[config.mk]
export PLATFORM = sky130hd
export DESIGN_NAME = warp_scoreboard
export DESIGN_NICKNAME = d
export VERILOG_FILES = /design/src/rtl/warp_scoreboard_pkg.sv /design/src/rtl/warp_scoreboard_cnt.sv /design/src/rtl/warp_scoreboard.sv
export SDC_FILE = /design/constraint.sdc
export NUM_CORES = 1
export LEC_CHECK = 0
export BUFFER_PORTS_ARGS = -buffer_cell sky130_fd_sc_hd__buf_2
export CELL_PAD_IN_SITES_DETAIL_PLACEMENT = 0
export CELL_PAD_IN_SITES_GLOBAL_PLACEMENT = 1
export CORE_MARGIN = 10
export CORE_UTILIZATION = 50
export DETAILED_ROUTE_END_ITERATION = 16
export PLACE_DENSITY_LB_ADDON = 0.05
export SLEW_MARGIN = 20
export SYNTH_ARGS = -nofsm -noshare
export SYNTH_HDL_FRONTEND = slang
export SYNTH_SLANG_ARGS = --single-unit
[constraint.sdc]
create_clock -name i_clk -period 4.55 [get_ports i_clk]
set_input_delay 0.455 -clock i_clk [delete_from_list [all_inputs] [get_ports i_clk]]
set_output_delay 0.455 -clock i_clk [all_outputs]
set_load 0.01 [all_outputs]
[src/rtl/warp_scoreboard_pkg.sv]
// Shared definitions for the warp register scoreboard: address-width helper,
// the hard-wired zero register and the packing of per-slot register fields.
package warp_scoreboard_pkg;

    localparam int X0 = 0;

    function automatic int addr_w(input int nregs);
        return (nregs > 2) ? $clog2(nregs) : 1;
    endfunction

    // Slot k's field lives in bits [k*rw +: rw] of each packed slot vector.
    function automatic int field_lsb(input int slot, input int rw);
        return slot * rw;
    endfunction

endpackage

[src/rtl/warp_scoreboard_cnt.sv]
// One register's in-flight write counter: net increment/decrement per cycle,
// clamped at 0 and CMAX, with a same-cycle error strobe on under/overflow.
module warp_scoreboard_cnt #(
    parameter int CNT_W = 2,
    parameter int INC_W = 2,
    parameter int DEC_W = 2
) (
    input  logic             i_clk,
    input  logic             i_rst_n,
    input  logic             i_flush,
    input  logic [INC_W-1:0] i_inc,
    input  logic [DEC_W-1:0] i_dec,
    output logic [CNT_W-1:0] o_cnt,
    output logic             o_err
);

    localparam int CMAX = (1 << CNT_W) - 1;

    int               sum;
    logic [CNT_W-1:0] cnt_nxt;

    always_comb begin
        sum     = int'(o_cnt) + int'(i_inc) - int'(i_dec);
        cnt_nxt = sum[CNT_W-1:0];
        o_err   = 1'b0;
        if (i_flush) begin
            cnt_nxt = '0;
        end else if (sum < 0) begin
            cnt_nxt = '0;
            o_err   = 1'b1;
        end else if (sum > CMAX) begin
            cnt_nxt = CMAX[CNT_W-1:0];
            o_err   = 1'b1;
        end
    end

    always_ff @(posedge i_clk or negedge i_rst_n) begin
        if (!i_rst_n) o_cnt <= '0;
        else          o_cnt <= cnt_nxt;
    end

endmodule

[src/rtl/warp_scoreboard.sv]
// Issue-stage register scoreboard: per-register in-flight write counters with
// in-order combinational slot readiness and writeback retirement.
module warp_scoreboard import warp_scoreboard_pkg::*; #(
    parameter int  NREGS     = 32,
    parameter int  ISSUE_W   = 2,
    parameter int  WB_W      = 2,
    parameter int  CNT_W     = 2,
    parameter bit  ALLOW_WAW = 1'b0,
    parameter bit  WB_BYPASS = 1'b0,
    localparam int RW        = addr_w(NREGS)
) (
    input  logic                  i_clk,
    input  logic                  i_rst_n,
    input  logic [ISSUE_W-1:0]    i_slot_valid,
    input  logic [ISSUE_W*RW-1:0] i_slot_rs1,
    input  logic [ISSUE_W*RW-1:0] i_slot_rs2,
    input  logic [ISSUE_W*RW-1:0] i_slot_rd,
    input  logic [ISSUE_W-1:0]    i_slot_rd_we,
    input  logic [ISSUE_W-1:0]    i_issue_fire,
    input  logic [WB_W-1:0]       i_wb_valid,
    input  logic [WB_W*RW-1:0]    i_wb_rd,
    input  logic                  i_flush,
    output logic [ISSUE_W-1:0]    o_slot_ready,
    output logic [NREGS-1:0]      o_busy,
    output logic                  o_idle,
    output logic                  o_err
);

    localparam int INC_W = $clog2(ISSUE_W + 1);
    localparam int DEC_W = $clog2(WB_W + 1);
    localparam int CMAX  = (1 << CNT_W) - 1;

    logic [RW-1:0]    rs1   [ISSUE_W];
    logic [RW-1:0]    rs2   [ISSUE_W];
    logic [RW-1:0]    rd    [ISSUE_W];
    logic [RW-1:0]    wb_rd [WB_W];
    logic [CNT_W-1:0] cnt   [NREGS];
    logic [INC_W-1:0] inc   [1:NREGS-1];
    logic [DEC_W-1:0] dec   [1:NREGS-1];
    logic [NREGS-1:1] cnt_err;
    logic [NREGS-1:0] pend;
    logic             prefix_ok;
    logic             ok;
    int               same_rd;
    int               eff;
    logic             fire_bad;

    always_comb begin
        for (int k = 0; k < ISSUE_W; k++) begin
            rs1[k] = i_slot_rs1[field_lsb(k, RW) +: RW];
            rs2[k] = i_slot_rs2[field_lsb(k, RW) +: RW];
            rd[k]  = i_slot_rd[field_lsb(k, RW) +: RW];
        end
        for (int p = 0; p < WB_W; p++)
            wb_rd[p] = i_wb_rd[field_lsb(p, RW) +: RW];
    end

    // Per-register tallies; x0 is excluded by starting at register 1.
    always_comb begin
        for (int r = 1; r < NREGS; r++) begin
            inc[r] = '0;
            dec[r] = '0;
            for (int k = 0; k < ISSUE_W; k++)
                if (i_issue_fire[k] && i_slot_rd_we[k] && rd[k] == RW'(r))
                    inc[r] = inc[r] + INC_W'(1);
            for (int p = 0; p < WB_W; p++)
                if (i_wb_valid[p] && wb_rd[p] == RW'(r))
                    dec[r] = dec[r] + DEC_W'(1);
        end
    end

    always_comb begin
        pend = '0;
        eff  = 0;
        for (int r = 1; r < NREGS; r++) begin
            eff     = int'(cnt[r]) - (WB_BYPASS ? int'(dec[r]) : 0);
            pend[r] = (eff != 0);
        end
    end

    always_comb begin
        o_slot_ready = '0;
        prefix_ok    = 1'b1;
        ok           = 1'b0;
        same_rd      = 0;
        for (int k = 0; k < ISSUE_W; k++) begin
            ok      = i_slot_valid[k] && prefix_ok && !pend[rs1[k]] && !pend[rs2[k]];
            same_rd = 0;
            for (int j = 0; j < k; j++) begin
                if (i_slot_rd_we[j] && rd[j] != RW'(X0)) begin
                    if (rd[j] == rs1[k] || rd[j] == rs2[k]) ok = 1'b0;
                    if (i_slot_rd_we[k] && rd[j] == rd[k]) same_rd = same_rd + 1;
                end
            end
            if (i_slot_rd_we[k] && rd[k] != RW'(X0)) begin
                if (ALLOW_WAW) begin
                    if (int'(cnt[rd[k]]) + same_rd >= CMAX) ok = 1'b0;
                end else if (pend[rd[k]] || same_rd != 0) begin
                    ok = 1'b0;
                end
            end
            o_slot_ready[k] = ok;
            prefix_ok       = ok;
        end
    end

    // Fires must be ready and form a contiguous prefix starting at slot 0.
    always_comb begin
        fire_bad = 1'b0;
        for (int k = 0; k < ISSUE_W; k++) begin
            if (i_issue_fire[k] && !o_slot_ready[k]) fire_bad = 1'b1;
            if (k > 0 && i_issue_fire[k] && !i_issue_fire[k-1]) fire_bad = 1'b1;
        end
    end

    assign cnt[0] = '0;

    for (genvar r = 1; r < NREGS; r++) begin : g_cnt
        warp_scoreboard_cnt #(
            .CNT_W (CNT_W),
            .INC_W (INC_W),
            .DEC_W (DEC_W)
        ) u_cnt (
            .i_clk   (i_clk),
            .i_rst_n (i_rst_n),
            .i_flush (i_flush),
            .i_inc   (inc[r]),
            .i_dec   (dec[r]),
            .o_cnt   (cnt[r]),
            .o_err   (cnt_err[r])
        );
    end

    always_comb begin
        for (int r = 0; r < NREGS; r++) o_busy[r] = (cnt[r] != '0);
    end

    assign o_idle = ~|o_busy;

    always_ff @(posedge i_clk or negedge i_rst_n) begin
        if (!i_rst_n)                                   o_err <= 1'b0;
        else if (!i_flush && (fire_bad || |cnt_err))    o_err <= 1'b1;
    end

endmodule

==> report_table.html <==
<table>
<tr><th>Metric</th><th>Value</th></tr>
<tr><th colspan="2">Drt</th></tr>
<tr><td>Via count</td><td>9699</td></tr>
<tr><td>Drt via density</td><td>5.75</td></tr>
<tr><td>Initial DRT Pass Iterations</td><td>5</td></tr>
<tr><td>Wire per inst</td><td>21.2 µm</td></tr>
<tr><td>Number of routed nets with antenna violations</td><td>0</td></tr>
<tr><td>Iter 0 DRT Violations</td><td>809</td></tr>
<tr><td>Final routed wirelength across all metal layers</td><td>35700 µm</td></tr>
<tr><td>Number of design rule violations left after detail routing</td><td>0</td></tr>
<tr><th colspan="2">Floorplanning</th></tr>
<tr><td>Die X</td><td>166 µm</td></tr>
<tr><td>Full die area</td><td>27500 µm²</td></tr>
<tr><td>Io pins</td><td>87</td></tr>
<tr><td>Std-Cell Rows</td><td>53</td></tr>
<tr><td>Die boundary height</td><td>166 µm</td></tr>
<tr><td>CORE AREA</td><td>21000 µm²</td></tr>
<tr><td>Initial Util</td><td>0.507</td></tr>
<tr><th colspan="2">Worst setup path</th></tr>
<tr><td>Kind of start point of the critical path</td><td>input pin</td></tr>
<tr><td>Slack of the worst reg-to-reg path</td><td>1080 ps</td></tr>
<tr><td>Endpoint of the worst setup timing path</td><td>o_err</td></tr>
<tr><td>Critical path peak fanout</td><td>7</td></tr>
<tr><td>Critical setup path kind</td><td>input pin to register</td></tr>
<tr><td>Cell Chain, Critical Path</td><td>buf_2 -&gt; inv_1 -&gt; nor3b_1 -&gt; nand3_1 -&gt; nor2_1 -&gt; ha_1 -&gt; ha_1 -&gt; inv_1 -&gt; fa_1 -&gt; inv_1 -&gt; fa_1 -&gt; inv_1 -&gt; ha_1 -&gt; nor2b_1 -&gt; o22ai_1 -&gt; or4_1 -&gt; nor4_1 -&gt; a32oi_1</td></tr>
<tr><td>Slowest CP cell</td><td>or4_1</td></tr>
<tr><td>Worst Path Arrival</td><td>4480 ps</td></tr>
<tr><td>RR Endpoint</td><td>o_err</td></tr>
<tr><td>Startpoint of the lowest-slack register-to-register path</td><td>g_cnt[10].u_cnt.o_cnt[0]</td></tr>
<tr><td>Worst Setup SP</td><td>i_slot_rd[2]</td></tr>
<tr><td>Slowest cell delay on critical path</td><td>570 ps</td></tr>
<tr><td>Library cell appearing most often on the critical path</td><td>inv_1</td></tr>
<tr><td>Critical path data required time</td><td>4740 ps</td></tr>
<tr><td>R2R depth</td><td>13</td></tr>
<tr><td>Worst Setup End Kind</td><td>register</td></tr>
<tr><th colspan="2">Min path</th></tr>
<tr><td>Class of the tightest hold or removal check</td><td>input pin to asynchronous set/reset pin</td></tr>
<tr><th colspan="2">Yosys</th></tr>
<tr><td>Fraction of post-synthesis cell area in the top cell type by area</td><td>0.219</td></tr>
<tr><td>Nets in the synthesized netlist</td><td>1605</td></tr>
<tr><td>EDFF count, synth</td><td>0</td></tr>
<tr><td>Synthesized area</td><td>10600 µm²</td></tr>
<tr><td>Share of async-settable or async-resettable flops after synthesis</td><td>1.00</td></tr>
<tr><td>Flops &amp; latches, synth</td><td>63</td></tr>
<tr><td>Post-synth top flop</td><td>dfrtp_1</td></tr>
<tr><td>Top area cells in the synthesized netlist</td><td>ha_1, dfrtp_1, inv_1</td></tr>
<tr><td>Most frequently used cell type in the post-synthesis netlist</td><td>inv_1</td></tr>
<tr><td>Post-synthesis cell type count</td><td>64</td></tr>
<tr><td>Mapped Cells</td><td>1306</td></tr>
<tr><td>Warnings from Yosys</td><td>0</td></tr>
<tr><td>Cell taking the most area after synthesis</td><td>ha_1</td></tr>
<tr><td>Synthesized area divided by synthesized cell count</td><td>8.13 µm²</td></tr>
<tr><td>Proportion of synthesized chip area in sequential cells</td><td>0.148</td></tr>
<tr><td>Post-synth top cells</td><td>inv_1, ha_1, nor2_1</td></tr>
<tr><th colspan="2">Power and ir drop</th></tr>
<tr><td>P_int</td><td>1.49 mW</td></tr>
<tr><td>Clock power share</td><td>0.346</td></tr>
<tr><td>Sequential Power Share</td><td>0.269</td></tr>
<tr><td>Fraction of power spent switching nets</td><td>0.374</td></tr>
<tr><td>Total design power</td><td>2.38 mW</td></tr>
<tr><td>Leakage power</td><td>6.15 nW</td></tr>
<tr><td>Combinational share of power</td><td>0.385</td></tr>
<tr><td>Switching power of the nets</td><td>890 µW</td></tr>
<tr><td>PD cells</td><td>200 nW/µm²</td></tr>
<tr><td>Peak ir drop on the vdd network</td><td>0.188 mV</td></tr>
<tr><th colspan="2">Timing</th></tr>
<tr><td>Max-slew violation count</td><td>0</td></tr>
<tr><td>Time the final worst path needs with I/O delays and setup</td><td>4290 ps</td></tr>
<tr><td>Setup TNS Final</td><td>0 ps</td></tr>
<tr><td>Hold Fails Final Rpt</td><td>0</td></tr>
<tr><td>Max transition margin</td><td>0.276</td></tr>
<tr><td>Setup repair after global routing missed its margin</td><td>no</td></tr>
<tr><td># setup viols final</td><td>0</td></tr>
<tr><td>Worst hold margin</td><td>493 ps</td></tr>
<tr><td>Period utilisation layout</td><td>0.942</td></tr>
<tr><td>Worst slew pin tran</td><td>1080 ps</td></tr>
<tr><td>F_max</td><td>233 MHz</td></tr>
<tr><td>Final setup skew</td><td>6.76 ps</td></tr>
<tr><th colspan="2">Global routing</th></tr>
<tr><td>Antenna violations before repair</td><td>0</td></tr>
<tr><td>First-pass GRT wire length</td><td>56600 µm</td></tr>
<tr><td>Pin count of the biggest net entering global routing</td><td>56</td></tr>
<tr><td>Number of global-route vias before repair</td><td>9836</td></tr>
<tr><td>GRT Resource Usage Total</td><td>0.260</td></tr>
<tr><td>Total congestion overflow after global routing</td><td>0</td></tr>
<tr><th colspan="2">Clock tree</th></tr>
<tr><td>Total clock buffers created by CTS</td><td>9</td></tr>
<tr><td>Master cell of the clock root buffer</td><td>clkbuf_16</td></tr>
<tr><td>Clock network latency to the later pin of the worst-skew pair</td><td>350 ps</td></tr>
<tr><td>CTS H-Tree Depth</td><td>3</td></tr>
<tr><td>Longest Clk Path Bufs</td><td>2</td></tr>
<tr><td>Total number of clock tree sinks</td><td>63</td></tr>
<tr><td>Clock tree from TritonCTS</td><td>built</td></tr>
<tr><td>Setup repair bufs after CTS</td><td>0</td></tr>
<tr><td>Clock transition time at the flip-flop clock pins of the worst setup and hold paths</td><td>60 ps</td></tr>
<tr><th colspan="2">Finish</th></tr>
<tr><td>Area overhead of the layout relative to synthesis</td><td>12.2%</td></tr>
<tr><td>Utilization of the core after routing</td><td>0.568</td></tr>
<tr><td>Share of final-layout standard cells stronger than drive strength 1</td><td>0.141</td></tr>
<tr><td>Fill cell instance count of the final layout</td><td>2083</td></tr>
<tr><td>Total number of nets in the final design</td><td>1707</td></tr>
<tr><td>Antenna Cells</td><td>0</td></tr>
<tr><th colspan="2">Place</th></tr>
<tr><td>Routability cong.</td><td>0.941</td></tr>
<tr><td>Quantity of I/O buffers inserted on ports</td><td>85</td></tr>
<tr><td>Final HPWL from detailed placement</td><td>29600 µm</td></tr>
<tr><th colspan="2">Flow run</th></tr>
<tr><td>Maximum Capacitance Violations</td><td>0</td></tr>
<tr><th colspan="2">Run status</th></tr>
<tr><td>Run status</td><td>finished, final reports clean</td></tr>
</table>
-- routing by layer --
layer	track usage	up-vias	wire [µm]	part of all wire
met3	0.0558	80	2970	0.083
met5	0	-	0	0
met2	0.412	435	16200	0.45
met1	0.345	4663	15500	0.43
met4	0.0840	0	1070	0.030
li1	-	4521	-	-
-- cell families after synthesis --
family	Yosys count	synth area share
and+or+nand+nor	400	0.179
other	1	0.000353
xor gates and xnor gates	15	0.0124
AOI/OAI and AO/OA	147	0.107
muxes	35	0.0722
DFF	63	0.148
buffers and inverters	397	0.145
adders and majority gates	248	0.336
-- cell type report --
class | instances | area [µm²] | share of cell area
repair buffers | 138 | 826 | 0.0693
flip-flops and latches | 63 | 1580 | 0.132
well taps | 275 | 344 | 0.0289
clock buffers | 14 | 284 | 0.0238
clock inverters | 2 | 60.1 | 0.00504
inverters | 350 | 1310 | 0.110
multi-input cells | 846 | 7510 | 0.630
-- flip-flops by register name, summed over array words and instances (netlist names) --
register,flops
o_err,1
g_cnt.u_cnt.o_cnt,62
-- power by group through the flow --
stage                     registers (mW)  logic [mW]  clock network, mW
after floorplan                    0.634       0.552                  0
after global placement             0.649       0.897                  0
after detailed placement           0.650       0.902                  0
after CTS                          0.640       0.907              0.835
after global routing               0.645        1.00              0.857
final                              0.641       0.918              0.823
-- critical path, delay by kind of cell --
family | cells | cell delay (ps)
AND/OR/NAND/NOR | 6 | 1940
AO/OA/AOI/OAI | 2 | 300
buffers and inverters | 5 | 500
adder cells (fa/ha/maj) | 5 | 1270
-- repair_timing --
| item | CTS | global route |
|---|---|---|
| hold endpoints to repair | 8 | 0 |
| hold buffers | 1 | 0 |
| resized for setup | 0 | 0 |
-- worst min path at each step --
stage / start / endpoint / cells past startpoint / slack, ps
6_report: i_rst_n / g_cnt[18].u_cnt.o_cnt[1] / 2 / 490
5_1_grt: i_rst_n / g_cnt[18].u_cnt.o_cnt[1] / 2 / 510
4_1_cts: i_rst_n / g_cnt[18].u_cnt.o_cnt[1] / 2 / 500
3_5_place_dp: i_rst_n / g_cnt[18].u_cnt.o_cnt[1] / 1 / 330
3_3_place_gp: i_rst_n / g_cnt[18].u_cnt.o_cnt[1] / 1 / 330
2_1_floorplan: i_rst_n / g_cnt[10].u_cnt.o_cnt[0] / 0 / 160
-- per-stage QoR --
stage / std cells / worst slack, ps / instance area [µm²]
2_1_floorplan: 1306 / 611 / 10600
5_1_grt: 1688 / 31.9 / 11900
4_1_cts: 1688 / 334 / 11900
3_5_place_dp: 1671 / 23.3 / 11600
6_report: 1688 / 265 / 11900
3_3_place_gp: 1671 / 185 / 11600
-- cell usage in the layout, fill, tap and decap left out, drive strengths merged, types with 2 or more instances in the layout --
cell type  count
a2111oi        9
a211o          4
a211oi        62
a21oi         10
a311oi        19
a31oi          5
a32oi          2
and3           2
buf          137
bufinv         2
clkbuf        14
dfrtp         63
fa            62
ha           186
inv          350
mux2i          2
mux4          32
nand2         42
nand2b        22
nand3         22
nand3b         5
nand4         13
nand4b         2
nor2         183
nor2b         22
nor3          54
nor3b          4
nor4          17
nor4b          2
o2111ai        4
o21ai         12
o22ai          7
o41ai          3
or2            4
or3            2
or4            3
xnor2          9
xor2           6
No activity file was read; power rests on OpenSTA's default activity.
